`src/rtl/alu_pkg.sv`:
```
// Shared definitions for the ALU arbiter slice: opcode constants and FSM state encoding.
package alu_pkg;

  localparam logic [3:0] OP_ADD  = 4'd0;
  localparam logic [3:0] OP_SUB  = 4'd1;
  localparam logic [3:0] OP_MUL  = 4'd2;
  localparam logic [3:0] OP_DIV  = 4'd3;
  localparam logic [3:0] OP_AND  = 4'd4;
  localparam logic [3:0] OP_OR   = 4'd5;
  localparam logic [3:0] OP_XOR  = 4'd6;
  localparam logic [3:0] OP_NOT  = 4'd7;
  localparam logic [3:0] OP_SHL  = 4'd8;
  localparam logic [3:0] OP_SHR  = 4'd9;
  localparam logic [3:0] OP_ROL  = 4'd10;
  localparam logic [3:0] OP_ROR  = 4'd11;
  localparam logic [3:0] OP_GT   = 4'd12;
  localparam logic [3:0] OP_EQ   = 4'd13;
  localparam logic [3:0] OP_IDLE = 4'd15;

  typedef enum logic [1:0] {
    ST_IDLE  = 2'd0,
    ST_ISSUE = 2'd1,
    ST_WAIT  = 2'd2,
    ST_RESP  = 2'd3
  } state_t;

endpackage

```
`src/rtl/alu_rr_arb.sv`:
```
// Combinational requester selection for alu_arbiter.
// ALU_ARB_RR_EN selects round-robin (search starts at ptr+1); otherwise fixed priority, index 0 highest.
module alu_rr_arb #(
  parameter int  NREQ = 4,
  localparam int IW   = $clog2(NREQ)
) (
  input  logic [NREQ-1:0] mask,
  input  logic [IW-1:0]   ptr,
  output logic [NREQ-1:0] grant,
  output logic [IW-1:0]   idx
);

  logic found_s;

`ifdef ALU_ARB_RR_EN
  logic [IW-1:0] cand_s;

  // Rotating search beginning just after the previous winner.
  always_comb begin
    grant   = '0;
    idx     = '0;
    found_s = 1'b0;
    cand_s  = '0;
    for (int k = 0; k < NREQ; k++) begin
      cand_s = IW'((int'(ptr) + 1 + k) % NREQ);
      if (!found_s && mask[cand_s]) begin
        grant[cand_s] = 1'b1;
        idx           = cand_s;
        found_s       = 1'b1;
      end else begin
        found_s = found_s;
      end
    end
  end
`else
  logic unused_ptr_s;
  assign unused_ptr_s = ^ptr;

  // Lowest set index wins.
  always_comb begin
    grant   = '0;
    idx     = '0;
    found_s = 1'b0;
    for (int k = 0; k < NREQ; k++) begin
      if (!found_s && mask[k]) begin
        grant[k] = 1'b1;
        idx      = IW'(k);
        found_s  = 1'b1;
      end else begin
        found_s = found_s;
      end
    end
  end
`endif

endmodule

```
`src/rtl/alu_arbiter.sv`:
```
// Shares one registered 8-bit ALU among NREQ requesters, with a lock for chained (shift) operations.
// Define ALU_ARB_RR_EN for round-robin arbitration; the default build uses fixed priority.
module alu_arbiter
  import alu_pkg::*;
#(
  parameter int         NREQ    = 4,
  parameter logic [3:0] IDLE_OP = 4'b1111,
  localparam int        IW      = $clog2(NREQ)
) (
  input  logic              clk,
  input  logic              rst_n,
  input  logic [NREQ-1:0]   req_valid,
  output logic [NREQ-1:0]   req_ready,
  input  logic [4*NREQ-1:0] req_op,
  input  logic [8*NREQ-1:0] req_a,
  input  logic [8*NREQ-1:0] req_b,
  input  logic [NREQ-1:0]   req_lock,
  output logic [3:0]        alu_op,
  output logic [7:0]        alu_in1,
  output logic [7:0]        alu_in2,
  input  logic [7:0]        alu_out,
  input  logic              alu_carry,
  input  logic              alu_ovf,
  output logic              resp_valid,
  input  logic              resp_ready,
  output logic [IW-1:0]     resp_id,
  output logic [7:0]        resp_data,
  output logic              resp_carry,
  output logic              resp_ovf,
  output logic              busy
);

  state_t          state_r, state_nx_s;
  logic [NREQ-1:0] elig_s, grant_s, owner_mask_s, req_ready_s;
  logic [IW-1:0]   win_s, ptr_s, cur_id_r, owner_r;
  logic            accept_s, hs_s, lock_r, lock_pend_r, busy_r;
  logic [3:0]      alu_op_r;
  logic [7:0]      alu_in1_r, alu_in2_r;
  logic            resp_valid_r, resp_carry_r, resp_ovf_r;
  logic [IW-1:0]   resp_id_r;
  logic [7:0]      resp_data_r;

  // While locked only the owner may win, even if it has dropped its request.
  assign owner_mask_s = {{(NREQ-1){1'b0}}, 1'b1} << owner_r;
  assign elig_s       = lock_r ? (req_valid & owner_mask_s) : req_valid;

  alu_rr_arb #(.NREQ(NREQ)) u_arb (
    .mask  (elig_s),
    .ptr   (ptr_s),
    .grant (grant_s),
    .idx   (win_s)
  );

`ifdef ALU_ARB_RR_EN
  logic [IW-1:0] ptr_r;

  // Round-robin pointer remembers the last winner.
  always_ff @(posedge clk or negedge rst_n) begin
    if (!rst_n) begin
      ptr_r <= IW'(NREQ - 1);
    end else if (accept_s) begin
      ptr_r <= win_s;
    end else begin
      ptr_r <= ptr_r;
    end
  end
  assign ptr_s = ptr_r;
`else
  assign ptr_s = '0;
`endif

  // FSM state register.
  always_ff @(posedge clk or negedge rst_n) begin
    if (!rst_n) begin
      state_r <= ST_IDLE;
    end else begin
      state_r <= state_nx_s;
    end
  end

  // Next-state, accept pulse and response handshake decode.
  always_comb begin
    state_nx_s  = state_r;
    accept_s    = 1'b0;
    hs_s        = 1'b0;
    req_ready_s = '0;
    case (state_r)
      ST_IDLE: begin
        if (|elig_s) begin
          accept_s    = 1'b1;
          req_ready_s = grant_s;
          state_nx_s  = ST_ISSUE;
        end else begin
          state_nx_s  = ST_IDLE;
        end
      end
      ST_ISSUE: state_nx_s = ST_WAIT;
      ST_WAIT:  state_nx_s = ST_RESP;
      ST_RESP: begin
        if (resp_ready) begin
          hs_s       = 1'b1;
          state_nx_s = ST_IDLE;
        end else begin
          state_nx_s = ST_RESP;
        end
      end
      default: state_nx_s = ST_IDLE;
    endcase
  end

  // ALU drive is loaded on the accept edge so it is valid throughout ISSUE.
  always_ff @(posedge clk or negedge rst_n) begin
    if (!rst_n) begin
      alu_op_r    <= IDLE_OP;
      alu_in1_r   <= 8'h00;
      alu_in2_r   <= 8'h00;
      cur_id_r    <= '0;
      lock_pend_r <= 1'b0;
      busy_r      <= 1'b0;
    end else begin
      busy_r <= (state_nx_s != ST_IDLE);
      if (accept_s) begin
        alu_op_r    <= req_op[{win_s, 2'b00} +: 4];
        alu_in1_r   <= req_a[{win_s, 3'b000} +: 8];
        alu_in2_r   <= req_b[{win_s, 3'b000} +: 8];
        cur_id_r    <= win_s;
        lock_pend_r <= req_lock[win_s];
      end else begin
        alu_op_r    <= IDLE_OP;
      end
    end
  end

  // Response capture in WAIT, hold until handshake; lock ownership changes on handshake.
  always_ff @(posedge clk or negedge rst_n) begin
    if (!rst_n) begin
      resp_valid_r <= 1'b0;
      resp_id_r    <= '0;
      resp_data_r  <= 8'h00;
      resp_carry_r <= 1'b0;
      resp_ovf_r   <= 1'b0;
      lock_r       <= 1'b0;
      owner_r      <= '0;
    end else begin
      if (state_r == ST_WAIT) begin
        resp_valid_r <= 1'b1;
        resp_id_r    <= cur_id_r;
        resp_data_r  <= alu_out;
        resp_carry_r <= alu_carry;
        resp_ovf_r   <= alu_ovf;
      end else if (hs_s) begin
        resp_valid_r <= 1'b0;
      end
      if (hs_s) begin
        lock_r  <= lock_pend_r;
        owner_r <= cur_id_r;
      end
    end
  end

  assign req_ready  = req_ready_s;
  assign alu_op     = alu_op_r;
  assign alu_in1    = alu_in1_r;
  assign alu_in2    = alu_in2_r;
  assign resp_valid = resp_valid_r;
  assign resp_id    = resp_id_r;
  assign resp_data  = resp_data_r;
  assign resp_carry = resp_carry_r;
  assign resp_ovf   = resp_ovf_r;
  assign busy       = busy_r;

endmodule
```
`config.mk`:
```
export PLATFORM = sky130hd
export DESIGN_NAME = alu_arbiter
export DESIGN_NICKNAME = d
export VERILOG_FILES = /design/src/rtl/alu_pkg.sv /design/src/rtl/alu_rr_arb.sv /design/src/rtl/alu_arbiter.sv
export SDC_FILE = /design/constraint.sdc
export NUM_CORES = 1
export LEC_CHECK = 0
export ABC_AREA = 1
export BUFFER_PORTS_ARGS = -buffer_cell sky130_fd_sc_hd__buf_2
export CELL_PAD_IN_SITES_DETAIL_PLACEMENT = 0
export CELL_PAD_IN_SITES_GLOBAL_PLACEMENT = 1
export CORE_MARGIN = 4
export CORE_UTILIZATION = 29
export CTS_CLUSTER_SIZE = 30
export DETAILED_ROUTE_END_ITERATION = 10
export PLACE_DENSITY_LB_ADDON = 0.1
export SYNTH_ARGS = -nofsm -noshare
export SYNTH_HDL_FRONTEND = slang
export SYNTH_HIERARCHICAL = 1
export SYNTH_SLANG_ARGS = --single-unit
```
`constraint.sdc`:
```
create_clock -name clk -period 2.4 [get_ports clk]
set_input_delay 0.48 -clock clk [delete_from_list [all_inputs] [get_ports clk]]
set_output_delay 0.48 -clock clk [all_outputs]
set_load 0.1 [all_outputs]
```
==> reports/metrics.cfg, run 1 <==
[outcome]
status=complete, no violations

[synth]
synth_fp_nets=455
syn_area_sq_mm=0.00244
netlist_instances=354
ys_warn_count=6
syn_area_per_cell_sq_um=6.90

[critical_path]
cp_slowest_stage_delay_ns=0.38
path_class=flop to output pin
path_max_fanout=4
crit_chain=inv_1, o21ai_2, inv_1, nor2_2, nand2_1, inv_1, inv_1, nor2_1, buf_12
cp_slowest_cell=dfrtp_1
crit_path_end_kind=output pin
crit_path_frequent_cell=inv_1
required_ns=1.92
start_kind=flop
worst_ep_arrival_time_ns=1.67

[drt]
routed_wl_mm=7.41
drt-vias-per-instance=4.42
ant_nets=0
wire_per_inst_um=12.5
drc=0
num_vias=2616
first_pass_iters=4
drtIter0Drc=143

[sta]
worst_pin_slew_ns=0.542
max_freq_mhz=464
period_needed_ns=2.15
finalClockSkew_ns=0.00607
finalCritPeriodShare_pct=89.7
fin_ws_ns=0.247
setup_viol=0
slew_headroom_pct=63.9
slew_violations=0
rsz0062_at_grt=false
holdWs_ns=0.254
setup_tns_ns=0
hold_viol=0

[layout]
nets=587
areaGrowthSynthToFinish_pct=38.9
design_area_sq_mm=0.00339
final_util_pct=41.3
drive_above_1_share_pct=35.1
diodes=0

[die]
num_rows=33
core_sq_mm=0.00822
start_util_pct=29.7
die_y_um=99.7
io_pins=139
dieArea_sq_mm=0.00995
die_w_um=99.7

[clock_network]
cts_tree=done
post_cts_buffers=0
path_clk_slew_ns=0.07
htree_num_levels=2
numCtsBuffers=5
cts_sinks=42
cts_buffer_depth=2
clk_latency_ns=0.29
root_buffer=clkbuf_8

[global_routing]
grt_pass1_wl_mm=12.2
grtUsageTotal_pct=15.0
antenna_found_initial=0
grt_overflow=0
grt_max_degree=44
grt_pass1_vias=2506

[place]
place_area_sq_mm=0.00330
pre_cts_slack_ns=0.382
place_congestion=0.765
dpl.hpwl_mm=5.70
io_buffers=138

[power_and_ir_drop]
power.leakage_nw=1.86
ir_worst_vdd_mv=0.408
pwr_density_cell_mw_per_mm2=1500

[flow_run]
maxCapViolations=0

[min_path]
min_path_type=input port to async pin

## power by group
part	switching [mW]	total [mW]	internal, mW
registers	0.165	1.18	1.02
logic	2.76	3.43	0.664
clock network	0.238	0.470	0.232
## per-stage QoR
| stage | std cells | total power [mW] |
|---|---|---|
| 4_1_cts | 592 | 5.14 |
| 2_1_floorplan | 354 | 3.96 |
| 6_report | 592 | 5.08 |
| 5_1_grt | 592 | 5.43 |
| 3_5_place_dp | 584 | 4.66 |
| 3_3_place_gp | 584 | 4.65 |
## routing by layer
| metal | vias up | wire length, um | track usage (%) |
|---|---|---|---|
| li1 | 1376 | - | - |
| met1 | 1139 | 3520 | 21.8 |
| met2 | 94 | 3230 | 21.9 |
| met3 | 7 | 592 | 4.14 |
| met4 | 0 | 71 | 3.47 |
| met5 | - | 0 | 0 |
## cell type report
type                    count  area (sq um)
multi-input cells         265          1160
clock buffers               7          86.3
inverters                  26          97.6
well taps                 105           131
repair buffers            146           848
fillers                   907          4830
clock inverters             1          5.00
flip-flops and latches     42          1060
## cell usage in the layout (no fill, tap or decap)
| cell | count |
|---|---|
| nor3_1 | 1 |
| o21ai_2 | 1 |
| o21ai_0 | 60 |
| dfstp_2 | 4 |
| dfrtp_1 | 38 |
| o21bai_1 | 1 |
| nand2_1 | 84 |
| nand3_1 | 23 |
| buf_4 | 5 |
| nor2_1 | 76 |
| o21ai_4 | 1 |
| clkbuf_1 | 1 |
| clkbuf_8 | 6 |
| and2_1 | 1 |
| nor2_2 | 4 |
| buf_12 | 7 |
| nand2_2 | 7 |
| o21ai_1 | 5 |
| nand2_4 | 1 |
| buf_2 | 134 |
| inv_1 | 26 |
| clkinv_2 | 1 |
## path summary, 6_finish.rpt
path                            start      endpoint  slack (ns)  cells past startpoint
setup reg to reg           owner_r[1]    alu_in1[0]        0.45                     15
min in group clk           alu_out[5]  resp_data[5]        0.38                      3
hold reg to reg            resp_id[0]    resp_id[0]        0.47                      2
setup / recovery               lock_r  req_ready[3]        0.25                      9
hold / removal                  rst_n    owner_r[1]        0.25                      2
max in group asynchronous       rst_n     alu_op[3]        1.77                      2
## flip-flops by register name, summed over array words and instances, names as in the netlist
register / cells
resp_ovf: 1
lock_r: 1
resp_carry: 1
alu_in1: 8
cur_id_r: 2
resp_data: 8
resp_valid: 1
alu_in2: 8
owner_r: 2
alu_op: 4
state_r: 2
busy: 1
resp_id: 2
lock_pend_r: 1
## what timing repair did
action	CTS	global route
gates resized for setup	0	1
endpoints found under the setup margin	0	1
endpoints found under the hold margin	0	0
hold buffers	0	0
## critical path: cells and delay by family (launching register included)
| kind | cells | cell delay [ns] |
|---|---|---|
| AO/OA/AOI/OAI | 1 | 0.16 |
| buffers and inverters | 5 | 0.46 |
| flip-flops | 1 | 0.38 |
| AND/OR/NAND/NOR | 3 | 0.38 |
No activity file was read; power rests on OpenSTA's default activity.
==> run 2, diff against run 1 <==
--- a/config.mk
+++ b/config.mk
@@ -9,6 +9,7 @@
 export BUFFER_PORTS_ARGS = -buffer_cell sky130_fd_sc_hd__buf_2
 export CELL_PAD_IN_SITES_DETAIL_PLACEMENT = 0
 export CELL_PAD_IN_SITES_GLOBAL_PLACEMENT = 1
+export CORE_ASPECT_RATIO = 0.75
 export CORE_MARGIN = 4
 export CORE_UTILIZATION = 29
 export CTS_CLUSTER_SIZE = 30
==> reports/metrics.cfg, run 2 (same netlist as run 1, synthesis figures left out) <==
[outcome]
status=complete, no violations

[min_path]
min_path_type=input port to async pin

[flow_run]
maxCapViolations=0  ; unchanged

[die]
num_rows=28  ; -15%
start_util_pct=30.3  ; +0.59 points
io_pins=139  ; unchanged
die_y_um=87.5  ; -12%
die_w_um=114  ; +14%
core_sq_mm=0.00806  ; -1.9%
dieArea_sq_mm=0.00996  ; +0.16%

[sta]
period_needed_ns=2.27  ; +0.112 ns
holdWs_ns=0.144  ; -0.110 ns
hold_viol=0  ; unchanged
finalClockSkew_ns=0.00583  ; -0.000248 ns
slew_violations=0  ; unchanged
setup_viol=0  ; unchanged
slew_headroom_pct=47.0  ; -17 points
finalCritPeriodShare_pct=94.4  ; +4.7 points
worst_pin_slew_ns=0.789  ; +0.247 ns
rsz0062_at_grt=false
setup_tns_ns=0  ; unchanged
max_freq_mhz=441  ; -4.9%

[layout]
areaGrowthSynthToFinish_pct=39.4
finalNonFillerCells=590  ; -0.34%
final_cell_mix=136 x buf_2, 84 x nand2_1, 77 x nor2_1, 60 x o21ai_0, 38 x dfrtp_1
layout_commonest_cell=buf_2
diodes=0  ; unchanged
drive_above_1_share_pct=34.8  ; -0.27 points
design_area_sq_mm=0.00340  ; +0.37%
nets=586  ; -0.17%

[drt]
drc=0  ; unchanged
wl_met2_mm=3.13  ; -3.0%
first_pass_iters=4  ; unchanged
num_vias=2595  ; -0.80%
drt-vias-per-instance=4.40  ; -0.47%
ant_nets=0  ; unchanged
met3_length_um=700  ; +18%
drtIter0Drc=138  ; -3.5%
wire_per_inst_um=13.2  ; +5.5%
top_layer=met4
wl_met1_mm=3.90  ; +11%
routed_wl_mm=7.79  ; +5.2%

[critical_path]
path_max_fanout=4  ; unchanged
crit_chain=inv_1, o21ai_2, inv_1, nor2_1, and2_1, inv_1, nor2_2, clkbuf_4
crit_path_end_kind=output pin
reg2regPathDepth=13  ; -2
path_class=flop to output pin
reg2reg_to=alu_in2[6]
crit_path_frequent_cell=inv_1
worst_ep_arrival_time_ns=1.79  ; +0.12 ns
cp_slowest_stage_delay_ns=0.38  ; about the same
reg2reg_from=lock_r
required_ns=1.92  ; about the same
worst-path-buf-inv=4  ; -1
r2r_slack_ns=0.27  ; -0.18 ns
start_kind=flop
cp_slowest_cell=dfrtp_1
crit_family=buffers and inverters

[clock_network]
path_clk_slew_ns=0.06  ; about the same
clk_latency_ns=0.28  ; about the same
cts_sinks=42  ; unchanged
root_buffer=clkbuf_16
cts_buffer_depth=2  ; unchanged
numCtsBuffers=5  ; unchanged
htree_num_levels=2  ; unchanged
cts_tree=done

[global_routing]
grt_pass1_wl_mm=12.8  ; +5.3%
grt_overflow=0  ; unchanged
antenna_found_initial=0  ; unchanged
grtUsageTotal_pct=15.9  ; +0.98 points
grt_max_degree=44  ; unchanged
grt_pass1_vias=2585  ; +3.2%

[power_and_ir_drop]
power_mw=5.36  ; +5.5%
power.leakage_nw=1.87  ; +0.97%
pwr_density_cell_mw_per_mm2=1580  ; +5.2%
ir_worst_vdd_mv=0.943  ; +130%

[place]
place_congestion=0.776  ; +1.3%
io_buffers=138  ; unchanged
dp_cells=583  ; -0.17%
dpl.hpwl_mm=6.12  ; +7.3%
place_area_sq_mm=0.00323  ; -2.0%

run 2: cell count changes in the layout (fill, tap and decap cells not counted):
cell       delta
clkbuf_4      +1
clkinv_2      -1
buf_12        -4
clkbuf_8      -5
nor2_2        -1
clkbuf_16     +5
clkbuf_1      -1
nor2_1        +1
bufinv_16     +1
buf_2         +2
run 2: report_power, final:
group	total (mW)	switching [mW]	leakage (nW)	internal, mW
Clock	0.761	0.248	0.0829	0.513
Combinational	3.41	2.77	1.28	0.638
Sequential	1.19	0.166	0.515	1.02
Total	5.36	3.19	1.87	2.17
run 2: worst max path at each step:
stage / start / endpoint / slack, ns / cells past startpoint
final: lock_r / req_ready[2] / 0.13 / 8
after global routing: owner_r[1] / req_ready[3] / 0.007 / 11
after CTS: lock_r / req_ready[3] / 0.04 / 9
after detailed placement: req_valid[0] / alu_in2[6] / 0.29 / 13
after global placement: req_valid[0] / alu_in2[6] / 0.33 / 13
after floorplan: state_r[1] / req_ready[0] / -0.28 / 4
run 2: timing repair:
item / 4_1_cts / 5_1_grt
buffers inserted: 0 / 0
hold buffers: 0 / 0
setup endpoints to repair: 0 / 2
gates resized for setup: 0 / 3
run 2: layer usage:
layer,vias to the layer above,GRT usage [%]
met5,-,0
met3,4,4.38
met2,106,23.0
li1,1374,-
met1,1111,23.9
met4,0,2.91
run 2: final cells by class:
type                       instances  area (sq um)
clock buffer                       6           139
inverter                          26          97.6
multi-input combinational        265          1160
sequential                        42          1060
timing repair buffer             145           786
tap                              105           131
fill                             901          4660
clock inverter                     1          30.0
run 2: per-stage QoR:
step | utilization (%) | worst slack [ns]
3_3_place_gp | 40.1 | 0.327
5_1_grt | 42.2 | 0.00668
3_5_place_dp | 40.1 | 0.289
6_report | 42.2 | 0.135
4_1_cts | 42.2 | 0.0373
2_1_floorplan | - | -0.278
